<file path="src/rtl/rom_dl_packer.sv">
// Packs HPS ROM download bytes into little-endian 16-bit SDRAM word writes and relocates the sprite region.
// States: IDLE empty | HAVE_LO low byte held | ISSUE DL_WR pulse | WAIT_BUSY/WAIT_DONE SDRAM handshake | FLUSH trailing byte
module rom_dl_packer #(
  parameter logic [7:0]  ROM_INDEX    = 8'd0,
  parameter logic [26:0] SPR_SRC_BASE = 27'h0100000,
  parameter logic [26:0] SPR_SIZE     = 27'h0200000,
  parameter logic [26:0] SPR_DST_BASE = 27'h0200000,
  parameter logic [3:0]  BUSY_TIMEOUT = 4'd15
) (
  input  logic        clk_sys,
  input  logic        nRESET,
  input  logic        ioctl_download,
  input  logic [7:0]  ioctl_index,
  input  logic [26:0] ioctl_addr,
  input  logic [7:0]  ioctl_dout,
  input  logic        ioctl_wr,
  output logic        ioctl_wait,
  input  logic        SDRAM_READY,
  output logic        DL_EN,
  output logic [15:0] DL_DATA,
  output logic [26:0] DL_ADDR,
  output logic        DL_WR
);

  typedef enum logic [2:0] {
    S_IDLE, S_HAVE_LO, S_ISSUE, S_WAIT_BUSY, S_WAIT_DONE, S_FLUSH
  } state_t;

  localparam logic [26:0] SPR_END = SPR_SRC_BASE + SPR_SIZE;

  state_t      state_q;
  logic [7:0]  lo_q;
  logic [26:0] lo_addr_q;
  logic        pend_q;
  logic [7:0]  pend_data_q;
  logic [26:0] pend_addr_q;
  logic [3:0]  tmr_q;
  logic        en_q;
  logic        wr_q;
  logic [15:0] data_q;
  logic [26:0] addr_q;

  logic        sel;
  logic        accept;
  logic        done;
  logic        take;
  logic [26:0] take_addr;
  logic [7:0]  take_data;

  function automatic logic [26:0] remap(input logic [26:0] a);
    remap = (a >= SPR_SRC_BASE && a < SPR_END) ? (a - SPR_SRC_BASE + SPR_DST_BASE) : a;
  endfunction

  assign sel        = ioctl_download && (ioctl_index == ROM_INDEX);
  assign ioctl_wait = pend_q || (state_q == S_ISSUE) || (state_q == S_WAIT_BUSY) ||
                      (state_q == S_WAIT_DONE) || (state_q == S_FLUSH);
  assign accept     = ioctl_wr && sel && !ioctl_wait;
  assign done       = (state_q == S_WAIT_DONE) && SDRAM_READY;

  // A held-back byte re-enters exactly as if it had just arrived in IDLE.
  always_comb begin
    take      = 1'b0;
    take_addr = ioctl_addr;
    take_data = ioctl_dout;
    if (state_q == S_IDLE) begin
      take = accept;
    end else if (done && pend_q) begin
      take      = 1'b1;
      take_addr = pend_addr_q;
      take_data = pend_data_q;
    end
  end

  always_ff @(posedge clk_sys or negedge nRESET) begin
    if (!nRESET) begin
      state_q     <= S_IDLE;
      lo_q        <= '0;
      lo_addr_q   <= '0;
      pend_q      <= 1'b0;
      pend_data_q <= '0;
      pend_addr_q <= '0;
      tmr_q       <= '0;
      en_q        <= 1'b0;
      wr_q        <= 1'b0;
      data_q      <= '0;
      addr_q      <= '0;
    end else begin
      wr_q <= 1'b0;
      if (sel)                    en_q <= 1'b1;
      else if (state_q == S_IDLE) en_q <= 1'b0;

      if (take) begin
        pend_q <= 1'b0;
        if (!take_addr[0]) begin
          lo_q      <= take_data;
          lo_addr_q <= take_addr;
          state_q   <= S_HAVE_LO;
        end else begin
          data_q  <= {take_data, 8'h00};
          addr_q  <= remap({take_addr[26:1], 1'b0});
          wr_q    <= 1'b1;
          state_q <= S_ISSUE;
        end
      end else begin
        case (state_q)
          S_HAVE_LO: begin
            if (!sel) begin
              state_q <= S_FLUSH;
            end else if (accept) begin
              addr_q <= remap(lo_addr_q);
              if (ioctl_addr == (lo_addr_q | 27'd1)) begin
                data_q <= {ioctl_dout, lo_q};
              end else begin
                data_q      <= {8'h00, lo_q};
                pend_q      <= 1'b1;
                pend_data_q <= ioctl_dout;
                pend_addr_q <= ioctl_addr;
              end
              wr_q    <= 1'b1;
              state_q <= S_ISSUE;
            end
          end
          S_FLUSH: begin
            data_q  <= {8'h00, lo_q};
            addr_q  <= remap(lo_addr_q);
            wr_q    <= 1'b1;
            state_q <= S_ISSUE;
          end
          S_ISSUE: begin
            tmr_q   <= BUSY_TIMEOUT - 4'd1;
            state_q <= S_WAIT_BUSY;
          end
          S_WAIT_BUSY: begin
            if (!SDRAM_READY || tmr_q == 4'd0) state_q <= S_WAIT_DONE;
            else                               tmr_q   <= tmr_q - 4'd1;
          end
          S_WAIT_DONE: begin
            if (SDRAM_READY) state_q <= S_IDLE;
          end
          default: ;
        endcase
      end
    end
  end

  assign DL_EN   = en_q;
  assign DL_DATA = data_q;
  assign DL_ADDR = addr_q;
  assign DL_WR   = wr_q;

endmodule

</file>
<file path="config.mk">
export PLATFORM = sky130hd
export DESIGN_NAME = rom_dl_packer
export DESIGN_NICKNAME = d
export VERILOG_FILES = /design/src/rtl/rom_dl_packer.sv
export SDC_FILE = /design/constraint.sdc
export NUM_CORES = 1
export LEC_CHECK = 0
export ABC_AREA = 1
export CAP_MARGIN = 20
export CORE_ASPECT_RATIO = 0.75
export CORE_UTILIZATION = 34
export CTS_BUF_LIST = sky130_fd_sc_hd__clkbuf_16
export DETAILED_ROUTE_END_ITERATION = 6
export DONT_BUFFER_PORTS = 1
export GPL_TIMING_DRIVEN = 0
export REMOVE_ABC_BUFFERS = 1
export SLEW_MARGIN = 15
export SYNTH_ARGS = -nofsm -noshare
export SYNTH_HDL_FRONTEND = slang
export SYNTH_SLANG_ARGS = --single-unit
</file>
<file path="constraint.sdc">
create_clock -name clk_sys -period 2 [get_ports clk_sys]
set_input_delay 0.1 -clock clk_sys [delete_from_list [all_inputs] [get_ports clk_sys]]
set_output_delay 0.1 -clock clk_sys [all_outputs]
set_load 0.01 [all_outputs]
</file>
==> out/results.md <==
| Step | Quantity | Reported |
| --- | --- | --- |
| placed design | Detailed placer's ending HPWL | 11100 um |
| setup path | Reg2Reg Launch Point | state_q[2] |
| setup path | Critical path class | reg -> reg |
| global routing | Antenna violations before repair | 1 |
| cells and area | Combined area of the multi-input logic cells | 0.00315 mm^2 |
| sta | Final Max Tran Viols | 0 |
| synthesis | Mean post-synth cell area | 7.01 um^2 |
| cells and area | Share of post-route cells with drive strength above 1 | 0.173 |
| synthesis | Proportion of netlist area held by the largest area contributor | 0.462 |
| synthesis | Cell accounting for the most synthesized area | sky130_fd_sc_hd__dfrtp_1 |
| cts | Insertion delay to the later sink of the worst-skew pair | 420 ps |
| setup path | Category of cells accounting for the largest share of critical-path delay | simple AND/OR/NAND/NOR gates |
| run | Max-cap violations | 0 |
| placed design | Placer's final routability congestion estimate | 0.814 |
| setup path | Endpoint of the lowest-slack register-to-register path | DL_ADDR[19] |
| power | VDD IR-drop max | 0.602 mV |
| cts | Count of H-tree levels built during CTS | 4 |
| synthesis | Count of cell types in the netlist | 30 |
| setup path | Crit path buffers/inverters | 4 |
| sta | Worst hold slack across all endpoints | -630 ps |
| cts | Maximum number of buffers from clock root to sink | 2 |
| setup path | Cell Chain, Critical Path | buf_4, nor3_2, nand4_1, nand2_4, buf_4, nand2_4, nand2_8, buf_12, inv_8, nand2_1, o21ai_0 |
| route | Post-detailed-route DRC marker count | 0 |
| die | Area of the die | 0.0198 mm^2 |
| cts | Buffer cell driving the clock tree root | sky130_fd_sc_hd__clkbuf_16 |
| die | Vertical die dimension | 122 um |
| power | Static Leak | 4.67 nW |
| cells and area | Layout net count | 1077 |
| sta | Achievable frequency | 481 MHz |
| sta | Crit path time final | 2080 ps |
| global routing | Combined global-route utilization of all metal layers | 0.198 |
| synthesis | Cell area after synthesis | 0.00655 mm^2 |
| setup path | Number of cells on the worst reg-to-reg path | 11 |
| sta | Worst Clk Skew | 9.09 ps |
| setup path | Register-to-register setup slack | -80 ps |
| synthesis | Synth warnings | 0 |
| die | Core Footprint | 0.0187 mm^2 |
| die | Horizontal extent of the die | 162 um |
| cells and area | Sequential cell area | 0.00303 mm^2 |
| die | Initial core utilization | 0.351 |
| cts | Clock tree from TritonCTS | yes |
| global routing | Vias in the first global route | 5699 |
| sta | Finish-stage setup viols | 52 |
| run status | Violated checks | negative hold slack, negative setup slack |
| setup path | Kind of start point of the critical path | flip-flop |
| setup path | Type of destination of the critical path | flip-flop |
| power | Power per standard cell area | 1220 mW/mm^2 |
| synthesis | Post-synthesis instance total | 935 |
| cts | Number of CTS-inserted buffers | 17 |
| cts | Count of hold buffers inserted by post-cts repair | 36 |
| route | Routed via count | 6423 |
| setup path | Arrival time worst endpoint | 2370 ps |
| die | # IOs | 94 |
| cells and area | ANT cells | 0 |
| sta | Final period util | 1.04 |
| route | Wire length per cell after detailed routing | 17.5 um |
| cts | CTS sink cnt | 121 |
| setup path | Cell with the largest stage delay on the worst path | sky130_fd_sc_hd__dfrtp_2 |
| sta | Total count of hold-check failures in the final report | 122 |
| cts | Clock transition time at the flip-flop clock pins of the worst setup and hold paths | 60 ps |
| route | Initial DRT Pass Iterations | 7 |
| cells and area | Layout overhead on the synthesized area | 37.8% |
| cells and area | Count of filler cells inserted in the layout | 1756 |
| placed design | Port Buffers | 0 |
| synthesis | Number of synthesized register bits | 121 |
| global routing | Wire length of the first global-routing pass | 30200 um |
| sta | Setup repair after global routing missed its margin | true |
| route | Routed Wire Length | 22500 um |
| setup path | Crit-path max FO | 9 |
| placed design | Pre-CTS setup slack | -1720 ps |
| setup path | WP data required | 2290 ps |
| global routing | Largest net degree at the start of global routing | 122 |
| synthesis | Register area share after synthesis | 0.462 |
| run status | Result of the run | finished with violations |
| route | Vias per std cell | 4.99 |
| route | DRT antenna net count | 0 |
| setup path | Largest stage delay, worst path | 460 ps |
| power | Post-layout power | 0.0110 W |
| die | Cell Rows | 43 |
| synthesis | Largest cells by area after synthesis | sky130_fd_sc_hd__dfrtp_1 46%, sky130_fd_sc_hd__nand2_1 19%, sky130_fd_sc_hd__o21ai_0 9.1% |
| cells and area | Final core utilization | 0.484 |
| hold path | Hold Path Class | in -> async |
| sta | Worst Slack Setup Final | -79.8 ps |
| global routing | Grt total ovfl | 0 |
| route | Number of DRC markers in iteration 0 | 725 |
-- area by class of cell --
class	instances	share of cell area
clock buffers	17	0.0471
repair inverters	13	0.0213
repair buffers	94	0.125
multi-input cells	626	0.349
well taps	247	0.0342
flip-flops and latches	121	0.336
clock inverters	15	0.0177
inverters	154	0.0701
-- worst register-to-register path: cells and delay by family, from the launching register on --
family	cells	cell delay [ps]
buf+inv	4	520
compound gates	1	70
simple gates	6	910
flops	1	460
-- power breakdown --
group,switching [W],internal (W)
Clock,0.00119,0.00194
Combinational,0.00232,0.00152
Sequential,0.000795,0.00324
Total,0.00430,0.00670
-- cells in the final DEF (no fill, tap or decap), types with 14 or more instances in the layout --
cell type | synthesis | layout
sky130_fd_sc_hd__dlygate4sd3_1 | 0 | 36
sky130_fd_sc_hd__inv_1 | 151 | 150
sky130_fd_sc_hd__nand2_2 | 2 | 25
sky130_fd_sc_hd__dfrtp_1 | 121 | 119
sky130_fd_sc_hd__o21ai_1 | 6 | 54
sky130_fd_sc_hd__clkbuf_16 | 0 | 21
sky130_fd_sc_hd__buf_4 | 5 | 30
sky130_fd_sc_hd__buf_12 | 0 | 14
sky130_fd_sc_hd__o21ai_0 | 119 | 59
sky130_fd_sc_hd__nand3_1 | 65 | 54
sky130_fd_sc_hd__nor2_1 | 49 | 44
sky130_fd_sc_hd__nand2_1 | 329 | 301
-- cell families after synthesis --
family	share of synthesized area
and+or+nand+nor	0.302
buffers and inverters	0.119
AOI/OAI and AO/OA	0.105
DFF	0.462
xor gates and xnor gates	0.00802
adders and majority gates	0.00382
other	0.000572
-- timing repair --
item,CTS,global route
gates resized for setup,42,149
pin swaps,6,38
setup endpoints to repair,116,104
gates cloned,3,20
buffers inserted,12,37
endpoints found under the hold margin,188,121
-- per-layer routing --
metal / up-vias / global-route usage / share of wire / wire (um)
li1: 3093 / - / - / -
met1: 3036 / 0.279 / 0.45 / 10200
met2: 265 / 0.310 / 0.44 / 10000
met3: 29 / 0.0345 / 0.087 / 1960
met4: 0 / 0.0548 / 0.015 / 341
met5: - / 0 / 0 / 0
-- metrics by stage --
| stage | area, um^2 | setup TNS [ps] | instances |
|---|---|---|---|
| final | 9030 | -2000 | 1287 |
| after global routing | 9030 | -10790 | 1287 |
| after CTS | 8020 | -2.13 | 1230 |
| after detailed placement | 6770 | -137420 | 1147 |
| after global placement | 6660 | -220910 | 1142 |
| after floorplan | 6350 | -74830 | 895 |
-- Yosys cell counts, drive strengths merged --
cell,instances
nor2,52
nor3,8
o211ai,1
a21oi,6
nand3,65
xnor2,4
a22oi,1
o21bai,1
xor2,2
clkbuf,19
o21ai,125
conb,1
ha,2
nand3b,10
dfrtp,121
o21a,1
inv,154
nand2,332
nand4,8
nor4,1
buf,21
-- worst max path at each step --
stage | from | slack, ps | to | depth (start not counted)
after floorplan | state_q[2] | -950 | state_q[0] | 10
after global placement | state_q[1] | -2320 | state_q[1] | 7
after detailed placement | state_q[1] | -1720 | DL_ADDR[9] | 7
after CTS | state_q[2] | -2 | pend_addr_q[1] | 11
after global routing | state_q[2] | -150 | DL_ADDR[21] | 11
final | state_q[2] | -80 | DL_ADDR[19] | 11
-- state kept, by name, indices dropped and copies added, names as in the netlist --
name         flops
DL_ADDR         26
DL_WR            1
pend_addr_q     27
pend_data_q      8
lo_addr_q       26
state_q          3
DL_DATA         16
pend_q           1
tmr_q            4
DL_EN            1
lo_q             8
Power figures use the tool's default switching activity.
